### config.mk
export PLATFORM = sky130hd
export DESIGN_NAME = bigadd_sched
export DESIGN_NICKNAME = d
export VERILOG_FILES = /design/src/rtl/bigadd_sched_pkg.sv /design/src/rtl/rr_grant.sv /design/src/rtl/bigadd_sched.sv
export SDC_FILE = /design/constraint.sdc
export NUM_CORES = 1
export LEC_CHECK = 0
export ABC_AREA = 1
export ABC_CLOCK_PERIOD_IN_PS = 4050
export BUFFER_PORTS_ARGS = -buffer_cell sky130_fd_sc_hd__buf_2
export CORE_MARGIN = 3
export CORE_UTILIZATION = 43
export CTS_CLUSTER_DIAMETER = 100
export DETAILED_ROUTE_END_ITERATION = 10
export PLACE_DENSITY = 0.72
export SYNTH_ARGS = -nofsm -noshare
export SYNTH_HDL_FRONTEND = slang
export SYNTH_SLANG_ARGS = --single-unit
### constraint.sdc
create_clock -name i_clk -period 4.05 [get_ports i_clk]
set_clock_uncertainty 0.15 [all_clocks]
set_input_delay 1.215 -clock i_clk [delete_from_list [all_inputs] [get_ports i_clk]]
set_output_delay 1.215 -clock i_clk [all_outputs]
set_load 0.02 [all_outputs]
### src/rtl/bigadd_sched_pkg.sv
// Shared constants, ID-width helper and pipeline-stage type for the bigadd_sched adder scheduler.
package bigadd_sched_pkg;

  localparam int W        = 64;
  localparam int HALF     = 32;
  localparam int ID_MAX_W = 3;

  function automatic int id_w(input int n);
    return (n <= 2) ? 1 : $clog2(n);
  endfunction

  // id is sized for the largest supported NREQ; narrower configs ignore the top bits
  typedef struct packed {
    logic                valid;
    logic [ID_MAX_W-1:0] id;
    logic [W-1:0]        a;
    logic [W-1:0]        b;
  } stage_t;

endpackage

### src/rtl/rr_grant.sv
// Round-robin grant: first eligible requester after `last`, searching upward modulo NREQ.
// Latency: combinational. Backpressure: none, the grant follows the eligible mask directly.
module rr_grant
  import bigadd_sched_pkg::*;
#(
  parameter  int NREQ = 4,
  localparam int IW   = id_w(NREQ)
) (
  input  logic [NREQ-1:0] elig,
  input  logic [IW-1:0]   last,
  output logic [NREQ-1:0] gnt,
  output logic [IW-1:0]   gnt_idx
);

  // Walk the search order backwards so the nearest eligible requester is written last and wins.
  always_comb begin
    int idx;
    idx     = 0;
    gnt     = '0;
    gnt_idx = '0;
    for (int k = NREQ; k >= 1; k--) begin
      idx = (int'(last) + k) % NREQ;
      if (elig[IW'(idx)]) begin
        gnt              = '0;
        gnt[IW'(idx)]    = 1'b1;
        gnt_idx          = IW'(idx);
      end
    end
  end

endmodule

### src/rtl/bigadd_sched.sv
// Round-robin scheduler sharing one pipelined 64-bit adder; result 1+LAT cycles after accept, one add per cycle.
// No back-pressure: o_valid is a one-cycle strobe. BIGADD_SCHED_ACCUM_EN adds interlocked per-requester accumulators.
module bigadd_sched
  import bigadd_sched_pkg::*;
#(
  parameter  int NREQ = 4,
  parameter  int LAT  = 2,
  localparam int IW   = id_w(NREQ)
) (
  input  logic              i_clk,
  input  logic              i_areset_n,
  input  logic [NREQ-1:0]   i_req,
  input  logic [NREQ*W-1:0] i_a,
  input  logic [NREQ*W-1:0] i_b,
`ifdef BIGADD_SCHED_ACCUM_EN
  input  logic [NREQ-1:0]   i_acc,
  input  logic [NREQ-1:0]   i_clr,
  output logic [NREQ*W-1:0] o_acc,
`endif
  output logic [NREQ-1:0]   o_ack,
  output logic              o_valid,
  output logic [IW-1:0]     o_id,
  output logic [W-1:0]      o_r,
  output logic              o_busy
);

  logic [IW-1:0]       last;
  logic [IW-1:0]       gnt_idx;
  logic [NREQ-1:0]     elig;
  logic [NREQ-1:0]     gnt;
  logic [W-1:0]        opa;
  stage_t              s0;
  logic                res_vld;
  logic [ID_MAX_W-1:0] res_id;
  logic [W-1:0]        res_r;
  logic                busy;
  logic                unused_id;

`ifdef BIGADD_SCHED_ACCUM_EN
  logic [NREQ-1:0][W-1:0] acc;
  logic [NREQ-1:0]        inflight;
  logic [LAT:0]           acc_pipe;
  logic                   ret_acc;

  // A requester with an accumulate in flight is skipped until its result has been written back.
  assign elig    = i_req & ~inflight;
  assign opa     = i_acc[gnt_idx] ? acc[gnt_idx] : i_a[W*int'(gnt_idx) +: W];
  assign o_acc   = acc;
  assign ret_acc = res_vld & acc_pipe[LAT];

  always_ff @(posedge i_clk or negedge i_areset_n) begin
    if (!i_areset_n) begin
      acc      <= '0;
      inflight <= '0;
      acc_pipe <= '0;
    end else begin
      acc_pipe[0] <= |(gnt & i_acc);
      for (int i = 1; i <= LAT; i++) acc_pipe[i] <= acc_pipe[i-1];
      for (int j = 0; j < NREQ; j++) begin
        if (ret_acc && res_id == ID_MAX_W'(j)) begin
          acc[j]      <= res_r;
          inflight[j] <= 1'b0;
        end else begin
          if (i_clr[j]) acc[j] <= '0;
          if (gnt[j] && i_acc[j]) inflight[j] <= 1'b1;
        end
      end
    end
  end
`else
  assign elig = i_req;
  assign opa  = i_a[W*int'(gnt_idx) +: W];
`endif

  rr_grant #(.NREQ(NREQ)) u_rr_grant (
    .elig    (elig),
    .last    (last),
    .gnt     (gnt),
    .gnt_idx (gnt_idx)
  );

  assign o_ack = gnt;

  always_ff @(posedge i_clk or negedge i_areset_n) begin
    if (!i_areset_n) begin
      last <= IW'(NREQ-1);
      s0   <= '0;
    end else begin
      s0.valid <= |gnt;
      if (|gnt) begin
        last <= gnt_idx;
        s0.id <= ID_MAX_W'(gnt_idx);
        s0.a  <= opa;
        s0.b  <= i_b[W*int'(gnt_idx) +: W];
      end
    end
  end

  generate
    if (LAT == 0) begin : g_lat0
      assign res_vld = s0.valid;
      assign res_id  = s0.id;
      assign res_r   = s0.a + s0.b;
      assign busy    = s0.valid;
    end else if (LAT == 1) begin : g_lat1
      logic                v1;
      logic [ID_MAX_W-1:0] id1;
      logic [W-1:0]        r1;
      always_ff @(posedge i_clk or negedge i_areset_n) begin
        if (!i_areset_n) begin
          v1  <= 1'b0;
          id1 <= '0;
          r1  <= '0;
        end else begin
          v1 <= s0.valid;
          if (s0.valid) begin
            id1 <= s0.id;
            r1  <= s0.a + s0.b;
          end
        end
      end
      assign res_vld = v1;
      assign res_id  = id1;
      assign res_r   = r1;
      assign busy    = s0.valid | v1;
    end else begin : g_lat2
      logic                v1, v2, c1;
      logic [ID_MAX_W-1:0] id1, id2;
      logic [HALF-1:0]     lo1, ah1, bh1;
      logic [W-1:0]        r2;
      // Low half and its carry settle in stage 1; the carry ripples into the high half in stage 2.
      always_ff @(posedge i_clk or negedge i_areset_n) begin
        if (!i_areset_n) begin
          v1  <= 1'b0;
          v2  <= 1'b0;
          c1  <= 1'b0;
          id1 <= '0;
          id2 <= '0;
          lo1 <= '0;
          ah1 <= '0;
          bh1 <= '0;
          r2  <= '0;
        end else begin
          v1 <= s0.valid;
          v2 <= v1;
          if (s0.valid) begin
            {c1, lo1} <= {1'b0, s0.a[HALF-1:0]} + {1'b0, s0.b[HALF-1:0]};
            ah1       <= s0.a[W-1:HALF];
            bh1       <= s0.b[W-1:HALF];
            id1       <= s0.id;
          end
          if (v1) begin
            r2  <= {ah1 + bh1 + HALF'(c1), lo1};
            id2 <= id1;
          end
        end
      end
      assign res_vld = v2;
      assign res_id  = id2;
      assign res_r   = r2;
      assign busy    = s0.valid | v1 | v2;
    end
  endgenerate

  assign o_valid   = res_vld;
  assign o_id      = res_id[IW-1:0];
  assign o_r       = res_r;
  assign o_busy    = busy;
  assign unused_id = ^res_id;

endmodule

==> After elaboration in Yosys (flattened, before gate mapping) <==
Cells that the tools add are included.
{ "classes": {"add_sub_neg": 7, "bitwise_logic": 2, "n_reduce_logical": 5, "n_shift": 2, "muxes": 28, "magnitude_cmp": 8} }
{ "ops": {"columns": ["operator", "count"], "rows": [
  ["256-bit by 9-bit indexed part select with 64-bit output", 2],
  ["32-bit by 32-bit adder with 33-bit output", 1],
  ["32-bit by 1-bit adder with 32-bit output", 1],
  ["32-bit adder", 1],
  ["2-bit by 4-bit less-than comparator with 1-bit output (second input constant)", 4],
  ["4-bit 2-to-1 mux", 4],
  ["1-bit 2-to-1 mux", 12],
  ["1-bit binary-select mux with 2-bit select", 4],
  ["1-bit demux with 2-bit select", 4],
  ["2-bit by 1-bit greater-or-equal comparator with 1-bit output (second input constant)", 4],
  ["2-bit 2-to-1 mux", 4],
  ["2-bit by 1-bit adder with 2-bit output (second input constant)", 2],
  ["2-bit adder (second input constant)", 2],
  ["1-bit logical AND", 4],
  ["4-bit OR reduction", 1],
  ["1-bit bitwise OR", 2]
]} }
{ "word_totals": {"output_inout_bits": 72, "elab_cells": 66, "input_bits": 518, "regBits": 300} }

==> Depth between registers and ports, before layout <==
Gate-level depths: netlist (run 1).
{ "logic_depth": {"word_depth": 10, "ltp_mapped": 16, "depth_no_buf": 14} }

==> Hierarchy <==
A second synthesis (run 1) with hierarchy kept.
{ "unflattened": {"hier_cells": 3009, "hier_area_um2": 19850.3} }
{ "modules_own_cells": {"columns": ["module", "cells_per_inst", "seq_area_each_um2", "area_per_inst_um2", "instances"], "rows": [
  ["bigadd_sched", 2918, 7509.7, 19381.1, 1],
  ["rr_grant", 91, 0.0, 469.2, 1]
]} }

==> Least setup slack after synthesis (run 1) <==
Ideal clock, no wire load.
{ "synth_timing": {"path_type": "input-to-output", "start": "input i_req[0]", "end": "output o_ack[0]", "arrival_ps": 2393, "t_required_ps": 2685, "cell_stages": 10, "slack_ps": 292, "cell_sequence": "nand2_1 nand2_1 nand2_1 nand2_2 inv_2 or2_1 nand2_2 buf_2 buf_2 inv_1"} }
{ "synth_via": {"elab_chain_len": 7, "elab_cells_between_ends": 16, "classes_between": "mux (16)"} }
{ "synth_rtl": {"columns": ["element", "line_no", "rtl"], "rows": [
  ["start: declaration", "bigadd_sched.sv:12", "input logic [NREQ-1:0] i_req,"],
  ["1-bit binary-select mux with 2-bit select", "rr_grant.sv:23", "if (elig[IW'(idx)]) begin"],
  ["1-bit 2-to-1 mux (not written as such) (2 in series)", "rr_grant.sv:23", null],
  ["4-bit 2-to-1 mux (3 in series)", "rr_grant.sv:23", null],
  ["4-bit 2-to-1 mux *", "rr_grant.sv:23", null],
  ["end: declaration", "bigadd_sched.sv:20", "output logic [NREQ-1:0] o_ack,"]
]} }
Every way passes the cells marked *; elsewhere a longest branch is shown, timed or not. The select of a mux whose other input is x is not followed.

==> Final worst setup path (run 1) <==
{ "layout_timing": {"start": "register last[0]", "end": "output o_ack[0]"} }
{ "layout_via": {"elab_chain_len": 9, "elab_cells_between_ends": 40, "classes_between": "add/sub (4); order compare (8); mux (24); reduce/logical (4)"} }
{ "layout_rtl": {"columns": ["element", "line_no", "rtl"], "rows": [
  ["start: declaration", "bigadd_sched.sv:27", "logic [IW-1:0] last;"],
  ["start signal: assignment", "bigadd_sched.sv:86", "last <= IW'(NREQ-1);"],
  ["start signal: assignment", "bigadd_sched.sv:91", "last <= gnt_idx;"],
  ["2-bit by 1-bit adder with 2-bit output", "rr_grant.sv:22", "idx = (int'(last) + k) % NREQ;"],
  ["2-bit by 4-bit less-than comparator with 1-bit output (not written as such) / 2-bit by 1-bit greater-or-equal comparator with 1-bit output (equally long branches)", "rr_grant.sv:25", "gnt[IW'(idx)] = 1'b1;"],
  ["1-bit logical AND (not written as such)", "rr_grant.sv:25", null],
  ["1-bit 2-to-1 mux (not written as such)", "rr_grant.sv:25", null],
  ["1-bit demux with 2-bit select", null, null],
  ["4-bit 2-to-1 mux (3 in series)", "rr_grant.sv:23", null],
  ["4-bit 2-to-1 mux *", "rr_grant.sv:23", null]
]} }
Marks and branches as above.

==> results of run 1 <==
## metal layers
| layer | GRT usage | wire length, microns |
|---|---|---|
| met1 | 0.434 | 38800 |
| met2 | 0.432 | 35300 |
| met3 | 0.0570 | 6570 |
| met4 | 0.0751 | 2070 |
| met5 | 0 | 9 |
## worst max-delay path by stage
stage	from	to	slack, ns	cells after the start
3_3_place_gp	i_req[2]	o_ack[3]	0.36	9
4_1_cts	last[1]	o_ack[1]	0.01	12
3_5_place_dp	i_req[3]	o_ack[2]	0.35	9
2_1_floorplan	i_req[0]	o_ack[0]	0.29	10
5_1_grt	last[0]	o_ack[0]	0.06	12
6_report	last[0]	o_ack[0]	0.17	12
## stage by stage
stage	setup WS (ns)	hold slack, ns	util	std cells	cell area [sq um]
CTS	0.00995	0.308	0.526	4785	27100
finish	0.170	0.308	0.526	4794	27100
floorplan	0.292	0.202	-	3611	22500
detailed placement	0.346	0.304	0.503	4724	25900
global route	0.0552	0.325	0.526	4793	27100
global placement	0.357	0.300	0.503	4724	25900
## synthesized netlist by cell type
cell,n
o21ai_0,72
xnor2_1,21
inv_2,7
dfrtp_1,298
and2_1,5
nand3b_1,8
or2_1,1
nand3_1,602
nand3_2,2
buf_2,116
o21bai_1,11
and3b_1,2
a211oi_1,1
nor2_4,1
buf_6,1
xor2_1,1
nor2_1,103
clkbuf_1,53
nand2_2,9
fa_1,3
a21boi_0,3
a31oi_1,7
buf_4,25
nor4_1,1
o21a_1,4
ha_1,70
a21o_1,4
buf_1,8
dfstp_2,2
nand2_1,1314
nor3_1,8
o21ai_1,1
a21oi_1,81
nand4_1,147
or2_2,3
inv_1,616
## registers in the layout (all words and copies together) (netlist names)
signal      cells
g_lat2.id1      2
o_r            64
g_lat2.ah1     32
g_lat2.c1       1
g_lat2.lo1     32
g_lat2.v1       1
g_lat2.id2      2
s0            131
o_valid         1
g_lat2.bh1     32
last            2
## logic make-up after synthesis
logic type,synth area share
buf+inv,0.149
flops,0.334
fa+ha+maj,0.0416
xor+xnor,0.00857
simple gates,0.423
compound gates,0.0439
## worst max-delay path, stage by stage, from the launching register on
cell and delay, ns:
dfstp_2 0.54, inv_2 0.12, ha_1 0.37, inv_1 0.11, nand3_1 0.10, nand2_2 0.12
nand2_1 0.10, inv_2 0.06, nand3_1 0.06, nand3_1 0.11, nand2_4 0.07, inv_1 0.05
buf_2 0.16
## repair_timing
item	4_1_cts	5_1_grt
endpoints found under the setup margin	0	4
gates resized for setup	0	1
setup buffers	0	1
## cell type report
class | count | area [sq um]
inverters | 623 | 2340
repair buffers | 637 | 3530
clock buffers | 46 | 967
well taps | 680 | 851
fillers | 5361 | 24400
multi-input cells | 2485 | 11700
diodes | 8 | 20.0
flip-flops and latches | 300 | 7510
clock inverters | 15 | 190
==> results.md, run 1 <==
* Status: completed
* Slew headroom at 0.432
* GR Overflow Total at 0
* Most frequent cells in the layout: nand2_1, inv_1, nand3_1, buf_2, dfrtp_1
* Clk slew on worst S/H paths at 0.07 ns
* Max_cap viols at 0
* Die X at 235 microns
* Hold-fix buffers at CTS at 0
* Layout cells sized above 1 at 0.176
* Remaining antenna violation count after routing at 0
* Crit-path max FO at 10
* Vias in the first global route at 22.9k
* CTS tree: yes
* Synth Instances at 3611
* Num ports at 590
* TNS Setup at 0 ns
* WL per Instance at 17.3 microns
* Hold path depth at 2
* Gpl congestion at 0.950
* Setup CP Type: reg -> out
* Initial Utilization at 0.437
* Worst-margin pin slew at 0.843 ns
* Fin. Hold Viols at 0
* Finish-stage setup viols at 0
* DP Wirelength at 63100 microns
* Post-synth top area cell: dfrtp_1
* Die height at 235 microns
* Post-synth top area share at 0.332
* Vias per cell at 5.12
* Layout net count at 4672
* Antenna violations before repair at 10
* Length of the first detailed-routing pass in iterations at 6
* Inserted Clock Buffers at 34
* Post-synth cell types at 36
* Total GRT Usage at 0.291
* Syn Nets at 4202
* Worst path required time at 2.68 ns
* RSZ-0062 raised after global routing: no
* Hold EP: g_lat2.bh1[3]
* Post-Syn Area at 22500 sq um
* Pin count of the biggest net entering global routing at 134
* Placeable core region at 51500 sq um
* Worst R2R Start: last[0]
* Avg Cell Area, Syn at 6.23 sq um
* Sequential share of the synthesized area at 0.334
* Synth warnings at 0
* Row count at 83
* Remaining DRCs at 0
* Commonest non-fill, non-tap cell in the layout: nand2_1
* Clock Sink Count at 300
* Critical Path Start Type: flip-flop
* Clock Latency Late Sink at 0.54 ns
* Hold Path Origin: s0[35]
* DR vias at 24.5k
* Full die area at 55100 sq um
* Maximum buffer depth of the clock tree at 3
* CP arrival at 2.52 ns
* Synth Register Bits at 300
* FF-to-FF End: s0[17]
* Reg2Reg Setup Slack at 0.73 ns
* First-pass GRT wire length at 129000 microns
* Tcrit/Tclk final at 0.958
* Min cycle time layout at 3.88 ns
* Root Buffer: clkbuf_16
* Fin. max-slew vios at 0
* Worst min-delay path class: reg -> reg
* CP endpoint kind: primary output
* Initial drt markers at 2616
* Buffers on Ports at 589
* Area grow syn2layout at 20.5%
* H-Tree Depth at 2
* Top cells by area, synth: dfrtp_1, nand2_1, nand3_1
* Max Freq at 258 MHz
* R2R depth at 13
* Drt total wl at 82700 microns
Power of run 1 is left out: the tool's default activity adds up to more than one toggle a clock period on the data nets, which glitch-free logic cannot reach.
==> inputs of run 2 (changes only) <==
--- a/config.mk
+++ b/config.mk
@@ -5,14 +5,13 @@
 export SDC_FILE = /design/constraint.sdc
 export NUM_CORES = 1
 export LEC_CHECK = 0
-export ABC_AREA = 1
 export ABC_CLOCK_PERIOD_IN_PS = 4050
 export BUFFER_PORTS_ARGS = -buffer_cell sky130_fd_sc_hd__buf_2
-export CORE_MARGIN = 3
-export CORE_UTILIZATION = 43
+export CORE_AREA = 3 3 227 229
 export CTS_CLUSTER_DIAMETER = 100
 export DETAILED_ROUTE_END_ITERATION = 10
-export PLACE_DENSITY = 0.72
+export DIE_AREA = 0 0 230 232
+export PLACE_DENSITY = 0.67
 export SYNTH_ARGS = -nofsm -noshare
 export SYNTH_HDL_FRONTEND = slang
 export SYNTH_SLANG_ARGS = --single-unit
==> run 2 against run 1 <==
Sequential cell count unchanged. Worst hold slack gained 0.025 ns. Highest routed layer unchanged. Synthesized cell count down 35%. Via count shrank 24%. Die area down 3.1%. Critical path type is now in -> out. Worst setup slack got worse by 0.10 ns. Critical path depth down 5. Global-route usage down 5.7 points. Count of clock-buffer cells in the layout shrank 2.
==> results.md, run 2 <==
* H-Tree Depth at 2
* Most frequent cell after synthesis: nand2_1
* Initial Utilization at 0.381
* Dpl cells at 3518
* Sequential share of the synthesized area at 0.395
* Post-synth top cells: nand2_1, nor2_1, dfrtp_1
* Num ports at 590
* Min cycle time layout at 3.98 ns
* Worst min-delay path class: reg -> reg
* Max_cap viols at 0
* Area grow syn2layout at 26.7%
* Slowest cell on crit path: mux4_1
* Most flops, register: s0
* CTS tree: yes
* Post-synth cell types at 66
* Post-synth EDFFs at 0
* CP arrival at 2.62 ns
* CP endpoint kind: primary output
* Fin Hold WS at 0.333 ns
* Fin util at 0.482
* RSZ-0062 raised after global routing: no
* Synth Register Bits at 300
* Tot Pwr at 28800 uW
* Max FFs per register at 131
* Top cells by area, synth: dfrtp_1, mux2_2, nand2_1
* Fin. Hold Viols at 0
* Crit-path max FO at 5
* Syn Nets at 2934
* Remaining antenna violation count after routing at 0
* First-pass GRT wire length at 99200 microns
* Layout net count at 3477
* Setup CP Type: in -> out
* Root Buffer: clkbuf_16
* Slew headroom at 0.352
* Tcrit/Tclk final at 0.983
* Max Freq at 251 MHz
* GR Overflow Total at 0
* Gpl congestion at 0.936
* Die height at 232 microns
* Critical Path Start Type: input pin
* Clock Latency Late Sink at 0.54 ns
* Synth warnings at 0
* Worst path required time at 2.68 ns
* Status: completed
* Place WS at -0.0342 ns
* WL per Instance at 18.1 microns
* Post-synth top area cell: dfrtp_1
* Clk slew on worst S/H paths at 0.06 ns
* Maximum vdd drop at 0.877 mV
* Drt total wl at 65000 microns
* Async SR Flop Fraction at 1.00
* Remaining DRCs at 0
* LEAKAGE at 0.0115 uW
* DR vias at 18.6k
* Post-Syn Area at 19000 sq um
* Commonest non-fill, non-tap cell in the layout: buf_2
* Die X at 230 microns
* Fin. max-slew vios at 0
* Placeable core region at 49900 sq um
* # fillers at 4868
* Buffers on Ports at 589
* Worst-path cell chain: buf_2 -> mux4_1 -> a221oi_2 -> nand2_1 -> o21ai_2 -> inv_1 -> buf_4
* Full die area at 53400 sq um
* Finish-stage setup viols at 0
* Avg Cell Area, Syn at 8.10 sq um
* Inserted Clock Buffers at 35
* Power Density at 1200 nW/um^2
* Vias in the first global route at 18.1k
* Post-synth top area share at 0.393
* Most used flip-flop cell after synthesis: dfrtp_1
* Initial drt markers at 1180
* Synth Instances at 2343
* Layout cells sized above 1 at 0.310
* Final std cells w/o fill at 3589
* Maximum buffer depth of the clock tree at 3
* Length of the first detailed-routing pass in iterations at 6
* Row count at 82
* Vias per cell at 5.18
* Pin count of the biggest net entering global routing at 121
* DP Wirelength at 51700 microns
* Most frequent cells in the layout: buf_2, nand2_1, nor2_1, dfrtp_1, o21ai_1
* Worst-margin pin slew at 0.972 ns
* Total GRT Usage at 0.234
* Slowest stage delay, CP at 0.59 ns
* Clock Sink Count at 300
* Antenna violations before repair at 14
* Worst Slack Setup Final at 0.0689 ns
run 2: report_power, final:
| group | total [uW] | switching [uW] | internal (uW) |
|---|---|---|---|
| Sequential | 5990 | 1110 | 4890 |
| Combinational | 19400 | 11400 | 8080 |
| Clock | 3400 | 1280 | 2110 |
run 2: timing repair:
action / in CTS / in global routing
resized for setup: 9 / 6
setup endpoints to repair: 3 / 4
buffers inserted: 2 / 0
hold buffers: 0 / 0
pin swaps: 1 / 4
cloned: 1 / 0
run 2: metrics by stage:
stage                     instance area [sq um]  setup TNS, ns
after floorplan                           19000              0
after global placement                    22700        -0.0294
after detailed placement                  22700        -0.0342
after CTS                                 24000      -0.000946
after global routing                      24100              0
final                                     24100              0
run 2: logic make-up (layout without fill, tap and decap cells):
kind of cell,Yosys count,count (layout),synth area share
AOI/OAI and AO/OA,501,501,0.152
xor gates and xnor gates,51,51,0.0235
adders and majority gates,73,73,0.0493
buffers and inverters,184,752,0.0518
DFF,300,300,0.395
muxes,162,163,0.0967
other,0,5,0
and+or+nand+nor,1072,1072,0.232
run 2: worst max-delay path, delay by kind of cell:
family / cells / cell delay, ns
mux: 1 / 0.59
compound gates: 2 / 0.38
buf+inv: 3 / 0.33
simple gates: 1 / 0.09
run 2: layer usage:
metal	up-vias	track usage	part of all wire	wire length, microns
li1	9072	-	-	-
met1	8737	0.292	0.42	27100
met2	666	0.415	0.49	32200
met3	99	0.0386	0.061	3940
met4	4	0.0721	0.027	1760
met5	-	0	0.00052	34
run 2: worst paths after layout:
path,from,cells past startpoint,endpoint,slack (ns)
setup / recovery,i_req[3],7,o_ack[1],0.07
hold / removal,s0[114],2,s0[114],0.33
setup reg to reg,g_lat2.c1,10,o_r[62],0.27
hold reg to reg,s0[114],2,s0[114],0.33
max in group asynchronous,i_areset_n,2,last[0],2.40
min in group asynchronous,i_areset_n,1,s0[42],0.53
run 2: layout make-up:
cell class              count  area [sq um]  share of cell area
clock inverters            19           267              0.0111
diodes                      5          12.5            0.000520
flip-flops and latches    300          7520               0.312
inverters                  25          93.8             0.00390
clock buffers              44           982              0.0408
multi-input cells        1860         10600               0.440
repair buffers            664          3750               0.156
well taps                 672           841              0.0350
(Power assumes the default switching activity.)
